<file path="src/rtl/fetch_stage_if.sv">
// Instruction-memory request/acknowledge bus between the fetch stage and imem.
// At most one request is outstanding; the address is held until the ack pulse.
interface fetch_stage_if #(
    parameter int WL = 32
);
    logic          imem_req;
    logic [WL-1:0] imem_addr;
    logic          imem_ack;
    logic [WL-1:0] imem_rdata;

    modport master (
        output imem_req,
        output imem_addr,
        input  imem_ack,
        input  imem_rdata
    );

    modport slave (
        input  imem_req,
        input  imem_addr,
        output imem_ack,
        output imem_rdata
    );
endinterface

</file>
<file path="src/rtl/fetch_stage.sv">
// MIPS instruction-fetch stage: owns the PC, talks to imem over a req/ack bus
// and drives the IF/ID register with stall, redirect-flush and bubble handling.
module fetch_stage #(
    parameter int            WL       = 32,
    parameter logic [WL-1:0] RESET_PC = '0
) (
    input  logic          clk,
    input  logic          rst_n,
    input  logic          stall_i,
    input  logic          redirect_i,
    input  logic [WL-1:0] redirect_pc,
    fetch_stage_if.master imem,
    output logic [WL-1:0] if_id_instr,
    output logic [WL-1:0] if_id_pc4,
    output logic          if_id_valid
);

    typedef enum logic [1:0] {
        START = 2'd0,
        FETCH = 2'd1,
        HOLD  = 2'd2
    } state_t;

    state_t        r_state;
    state_t        w_stateNext;
    logic [WL-1:0] r_pc;
    logic [WL-1:0] w_pcNext;
    logic [WL-1:0] w_pcPlus4;
    logic          r_pending;
    logic          w_pendingNext;
    logic [WL-1:0] r_pendPc;
    logic [WL-1:0] w_pendPcNext;
    logic [WL-1:0] r_holdInstr;
    logic [WL-1:0] w_holdInstrNext;
    logic [WL-1:0] r_holdPc4;
    logic [WL-1:0] w_holdPc4Next;
    logic [WL-1:0] r_instr;
    logic [WL-1:0] w_instrNext;
    logic [WL-1:0] r_pc4;
    logic [WL-1:0] w_pc4Next;
    logic          r_valid;
    logic          w_validNext;
    logic          w_deliver;
    logic [WL-1:0] w_deliverInstr;
    logic [WL-1:0] w_deliverPc4;

    assign w_pcPlus4      = r_pc + WL'(4);
    assign imem.imem_req  = (r_state == FETCH);
    assign imem.imem_addr = r_pc;
    assign if_id_instr    = r_instr;
    assign if_id_pc4      = r_pc4;
    assign if_id_valid    = r_valid;

    always_comb begin
        w_stateNext     = r_state;
        w_pcNext        = r_pc;
        w_pendingNext   = r_pending;
        w_pendPcNext    = r_pendPc;
        w_holdInstrNext = r_holdInstr;
        w_holdPc4Next   = r_holdPc4;
        w_deliver       = 1'b0;
        w_deliverInstr  = imem.imem_rdata;
        w_deliverPc4    = w_pcPlus4;

        case (r_state)
            START: begin
                w_stateNext = FETCH;
            end
            FETCH: begin
                if (imem.imem_ack) begin
                    // A response that raced a redirect belongs to the wrong path
                    if (redirect_i || r_pending) begin
                        w_pcNext      = redirect_i ? redirect_pc : r_pendPc;
                        w_pendingNext = 1'b0;
                    end else if (!stall_i) begin
                        w_deliver = 1'b1;
                        w_pcNext  = w_pcPlus4;
                    end else begin
                        w_holdInstrNext = imem.imem_rdata;
                        w_holdPc4Next   = w_pcPlus4;
                        w_stateNext     = HOLD;
                    end
                end else if (redirect_i) begin
                    w_pendingNext = 1'b1;
                    w_pendPcNext  = redirect_pc;
                end
            end
            HOLD: begin
                if (redirect_i) begin
                    w_pcNext        = redirect_pc;
                    w_holdInstrNext = '0;
                    w_holdPc4Next   = '0;
                    w_stateNext     = FETCH;
                end else if (!stall_i) begin
                    w_deliver      = 1'b1;
                    w_deliverInstr = r_holdInstr;
                    w_deliverPc4   = r_holdPc4;
                    w_pcNext       = r_holdPc4;
                    w_stateNext    = FETCH;
                end
            end
            default: begin
                w_stateNext = START;
            end
        endcase

        // IF/ID priority: redirect flush, then stall freeze, then load, else bubble
        w_instrNext = r_instr;
        w_pc4Next   = r_pc4;
        w_validNext = r_valid;
        if (redirect_i) begin
            w_validNext = 1'b0;
        end else if (stall_i) begin
            w_validNext = r_valid;
        end else if (w_deliver) begin
            w_instrNext = w_deliverInstr;
            w_pc4Next   = w_deliverPc4;
            w_validNext = 1'b1;
        end else begin
            w_validNext = 1'b0;
        end
    end

    always_ff @(posedge clk or negedge rst_n) begin
        if (!rst_n) begin
            r_state     <= START;
            r_pc        <= RESET_PC;
            r_pending   <= 1'b0;
            r_pendPc    <= '0;
            r_holdInstr <= '0;
            r_holdPc4   <= '0;
            r_instr     <= '0;
            r_pc4       <= '0;
            r_valid     <= 1'b0;
        end else begin
            r_state     <= w_stateNext;
            r_pc        <= w_pcNext;
            r_pending   <= w_pendingNext;
            r_pendPc    <= w_pendPcNext;
            r_holdInstr <= w_holdInstrNext;
            r_holdPc4   <= w_holdPc4Next;
            r_instr     <= w_instrNext;
            r_pc4       <= w_pc4Next;
            r_valid     <= w_validNext;
        end
    end

endmodule

</file>
<file path="src/flat_wrapper.sv">
// flat-port wrapper written by rule: the top's interface ports become plain ports
module fetch_stage_flat 
#(
    parameter int            WL       = 32,
    parameter logic [WL-1:0] RESET_PC = '0
)
  (clk, rst_n, stall_i, redirect_i, redirect_pc, if_id_instr, if_id_pc4, if_id_valid, imem_imem_req, imem_imem_addr, imem_imem_ack, imem_imem_rdata);
  fetch_stage_if #(.WL(WL)) imem_i ();
  input  logic clk;
  input  logic rst_n;
  input  logic stall_i;
  input  logic redirect_i;
  input  logic [WL-1:0] redirect_pc;
  output logic [WL-1:0] if_id_instr;
  output logic [WL-1:0] if_id_pc4;
  output logic if_id_valid;
  output wire logic [$bits(imem_i.imem_req)-1:0] imem_imem_req;
  output wire logic [$bits(imem_i.imem_addr)-1:0] imem_imem_addr;
  input wire logic [$bits(imem_i.imem_ack)-1:0] imem_imem_ack;
  input wire logic [$bits(imem_i.imem_rdata)-1:0] imem_imem_rdata;
  assign imem_imem_req = imem_i.imem_req;
  assign imem_imem_addr = imem_i.imem_addr;
  assign imem_i.imem_ack = imem_imem_ack;
  assign imem_i.imem_rdata = imem_imem_rdata;
  fetch_stage #(.WL(WL), .RESET_PC(RESET_PC)) u_core (.clk(clk), .rst_n(rst_n), .stall_i(stall_i), .redirect_i(redirect_i), .redirect_pc(redirect_pc), .imem(imem_i), .if_id_instr(if_id_instr), .if_id_pc4(if_id_pc4), .if_id_valid(if_id_valid));
endmodule
</file>
<file path="config.mk">
export PLATFORM = sky130hd
export DESIGN_NAME = fetch_stage_flat
export DESIGN_NICKNAME = d
export VERILOG_FILES = /design/src/rtl/fetch_stage_if.sv /design/src/rtl/fetch_stage.sv /design/src/flat_wrapper.sv
export SDC_FILE = /design/constraint.sdc
export NUM_CORES = 1
export LEC_CHECK = 0
export ABC_AREA = 0
export CORE_AREA = 2 2 148 150
export DETAILED_ROUTE_END_ITERATION = 7
export DIE_AREA = 0 0 150 152
export HOLD_SLACK_MARGIN = 0.15
export PLACE_DENSITY_LB_ADDON = 0.12
export SKIP_LAST_GASP = 1
export SYNTH_ARGS = -nofsm -noshare
export SYNTH_HDL_FRONTEND = slang
export SYNTH_SLANG_ARGS = --single-unit
</file>
<file path="constraint.sdc">
create_clock -name clk -period 2.45 [get_ports clk]
set_input_delay 0.49 -clock clk [delete_from_list [all_inputs] [get_ports clk]]
set_output_delay 0.49 -clock clk [all_outputs]
set_load 0.05 [all_outputs]
</file>
==> results.sh <==
export IMPL_drc_errors=0
export IMPL_cts_buffer_depth=2
export IMPL_slew_headroom=0.554
export IMPL_tns_ps=0
export IMPL_wl_per_cell_um=17.8
export IMPL_place_area_um2=11700
export IMPL_final_period_utilization=0.950
export IMPL_worstPathRequired_ps=1960
export IMPL_initial_utilization=0.442
export IMPL_dieHeight_um=152
export IMPL_final_core_util=0.578
export IMPL_dp_hpwl_mm=18.0
export IMPL_yosysTopAreaCell="dfrtp_1"
export IMPL_crit_arrival_ps=1840
export IMPL_worst_path_max_delay_cell="clkdlybuf4s50_1"
export IMPL_crit_family="buffers and inverters"
export IMPL_placementRows=54
export IMPL_drt_iter0_drc=604
export IMPL_finalHoldViolCount=0
export IMPL_crit_type="flop to primary output"
export IMPL_drive_above_1_share=0.131
export IMPL_syn_num_nets=1090
export IMPL_syn_inst=1017
export IMPL_crit_start="u_core.imem.imem_addr[4]"
export IMPL_dieWidth_um=150
export IMPL_worst_path_buf_inv=1
export IMPL_fin_ws_ps=122
export IMPL_root_buffer="clkbuf_16"
export IMPL_insertion_delay_ps=440
export IMPL_viasPerCell=5.51
export IMPL_antenna_found_initial=0
export IMPL_dieArea_um2=22800
export IMPL_cp_num_cells=1
export IMPL_status="finished clean"
export IMPL_netlist_area_leader_share=0.520
export IMPL_fin_worst_skew_ps=15.8
export IMPL_grt_pass1_wl_mm=42.8
export IMPL_cts_made_buffers=17
export IMPL_rsz0062_at_grt="false"
export IMPL_slowest_delay_ps=900
export IMPL_synth_edf_count=0
export IMPL_place_ws_ps=49.6
export IMPL_num_vias=8145
export IMPL_drv_cap=0
export IMPL_place_congestion=0.846
export IMPL_power_leakage_uw=0.00516
export IMPL_core_area_um2=21400
export IMPL_wl_mm=26.3
export IMPL_diodes=0
export IMPL_path_max_fanout=9
export IMPL_grt_ovfl_total=0
export IMPL_layoutNonFillerInstCount=1477
export IMPL_yosys_most_used_dff="dfrtp_1"
export IMPL_ir_worst_vdd_mv=0.712
export IMPL_cts_max_level=4
export IMPL_ys_seq_area_frac=0.520
export IMPL_yosys_warnings=0
export IMPL_post_route_min_period_ps=2330
export IMPL_worstHoldStart="u_core.if_id_pc4[26]"
export IMPL_antenna_left=0
export IMPL_finalNetCount=1257
export IMPL_endpoint_kind="primary output"
export IMPL_drv_slew=0
export IMPL_async_flop_share=1.00
export IMPL_ys_types=54
export IMPL_grt_usage=0.238
export IMPL_finalSetupViolCount=0
export IMPL_area_growth_synth_to_final_pct=30.7
export IMPL_worst_pin_slew_ps=663
export IMPL_holdCritPathClass="flop to flop"
export IMPL_ios=167
export IMPL_avgSynthCellArea_um2=9.28
export IMPL_power_density_nw_per_um2=1410
export IMPL_io_buffers=166
export IMPL_drt_pass1_iter_count=4
export IMPL_grt_max_degree=73
export IMPL_cts_sink_count=196
export IMPL_grt_pass1_vias=7833
export IMPL_r2r_start="u_core.r_state[1]"
export IMPL_whs_path_depth=2
export IMPL_fin_area_um2=12300
export IMPL_crit_chain="clkdlybuf4s50_1"
export IMPL_cts_tree="done"
export IMPL_synth_area_leaders="dfrtp_1 (52%), nand2_1 (7.7%), o21ai_0 (6.5%), mux2_2 (5.7%), a31oi_1 (3.2%)"
export IMPL_syn_cell_area_um2=9440
export IMPL_fmaxAchievable_mhz=429
export IMPL_clk_pin_slew_ps=80
export IMPL_synth_seq_cells=196
export IMPL_placedCellCount=1444
export IMPL_critPathLaunchType="flop"
export IMPL_reg2reg_depth=8
area by class of cell:
type / count / area, um2
fill: 1949 / 9020
sequential: 196 / 4910
multi-input combinational: 732 / 4230
timing repair buffer: 223 / 2200
clock buffer: 19 / 453
tap: 280 / 350
clock inverter: 13 / 135
inverter: 14 / 52.6
timing repair:
action,4_1_cts,5_1_grt
hold buffers,1,0
resized for setup,0,1
setup endpoints to repair,0,1
setup buffers,0,0
endpoints found under the hold margin,38,0
synthesized netlist by cell type, drive strengths merged (4+ instances only):
master   number
dfrtp       196
nand2       194
o21ai       124
nor2         74
clkbuf       64
mux2         50
a31oi        48
a21oi        41
nand3        24
xnor2        17
nor3         15
inv          14
o2bb2ai      13
a221oi       11
buf          11
o221ai       11
and2          9
nand4         9
nor4          9
a211oi        7
and3          7
a21o          4
a22o          4
ha            4
nand2b        4
o22ai         4
o31ai         4
or4           4
xor2          4
routing by layer:
layer,wire length [um],GRT usage,up-vias
met5,0,0,-
met4,344,0.0597,0
met3,1470,0.0411,23
met2,12000,0.370,257
met1,12500,0.347,3905
li1,-,-,3960
worst min-delay path, cell delays in order, from the launching register on:
cell and delay, ps:
dfrtp_1 340, nand2_1 50, o21ai_0 60
cells by family (layout without fill, tap and decap cells):
| family | count (synthesis) | count (layout) | synth area share |
|---|---|---|---|
| fa+ha+maj | 4 | 4 | 0.00530 |
| compound gates | 294 | 294 | 0.191 |
| flops | 196 | 196 | 0.520 |
| buf+inv | 89 | 269 | 0.0358 |
| xor+xnor | 21 | 21 | 0.0195 |
| mux | 52 | 52 | 0.0618 |
| simple gates | 361 | 361 | 0.167 |
placed cells by master (no fill, tap or decap), drive strengths merged, types with 4 or more instances in the layout:
master | synthesis | final
a211oi | 7 | 7
a21o | 4 | 4
a21oi | 41 | 41
a221oi | 11 | 11
a22o | 4 | 4
a31oi | 48 | 48
and2 | 9 | 9
and3 | 7 | 7
buf | 11 | 58
clkbuf | 64 | 20
clkdlybuf4s50 | 0 | 163
dfrtp | 196 | 196
ha | 4 | 4
inv | 14 | 21
mux2 | 50 | 50
nand2 | 194 | 194
nand2b | 4 | 4
nand3 | 24 | 24
nand4 | 9 | 9
nor2 | 74 | 74
nor3 | 15 | 15
nor4 | 9 | 9
o21ai | 124 | 124
o221ai | 11 | 11
o22ai | 4 | 4
o2bb2ai | 13 | 13
o31ai | 4 | 4
or4 | 4 | 4
xnor2 | 17 | 17
xor2 | 4 | 4
state kept, by name, summed over array words and instances, names as in the netlist:
signal                 flops
u_core.r_holdPc4          32
u_core.r_holdInstr        32
u_core.imem.imem_addr     32
u_core.if_id_pc4          32
u_core.if_id_instr        32
u_core.if_id_valid         1
u_core.r_pending           1
u_core.r_pendPc           32
u_core.r_state             2
stage by stage:
stage / total power [uW] / hold WS (ps)
after detailed placement: 14600 / 445
final: 17400 / 479
after floorplan: 11400 / 194
after global placement: 14400 / 445
after CTS: 17400 / 486
after global routing: 18500 / 505
worst paths after layout:
path / endpoint / slack [ps]
min in group asynchronous: u_core.if_id_instr[7] / 540
setup reg to reg: u_core.r_holdPc4[22] / 200
hold reg to reg: u_core.if_id_pc4[26] / 480
hold / removal: u_core.if_id_pc4[26] / 480
setup / recovery: imem_imem_addr[4] / 120
max in group asynchronous: u_core.imem.imem_addr[9] / 1190
power breakdown:
| part | total (uW) | internal, uW | switching [uW] |
|---|---|---|---|
| Combinational | 8740 | 3220 | 5510 |
| Clock | 2830 | 1490 | 1340 |
| Sequential | 5810 | 4760 | 1050 |
| Total | 17400 | 9470 | 7900 |
Note: power is estimated with default switching activity, not from simulation.
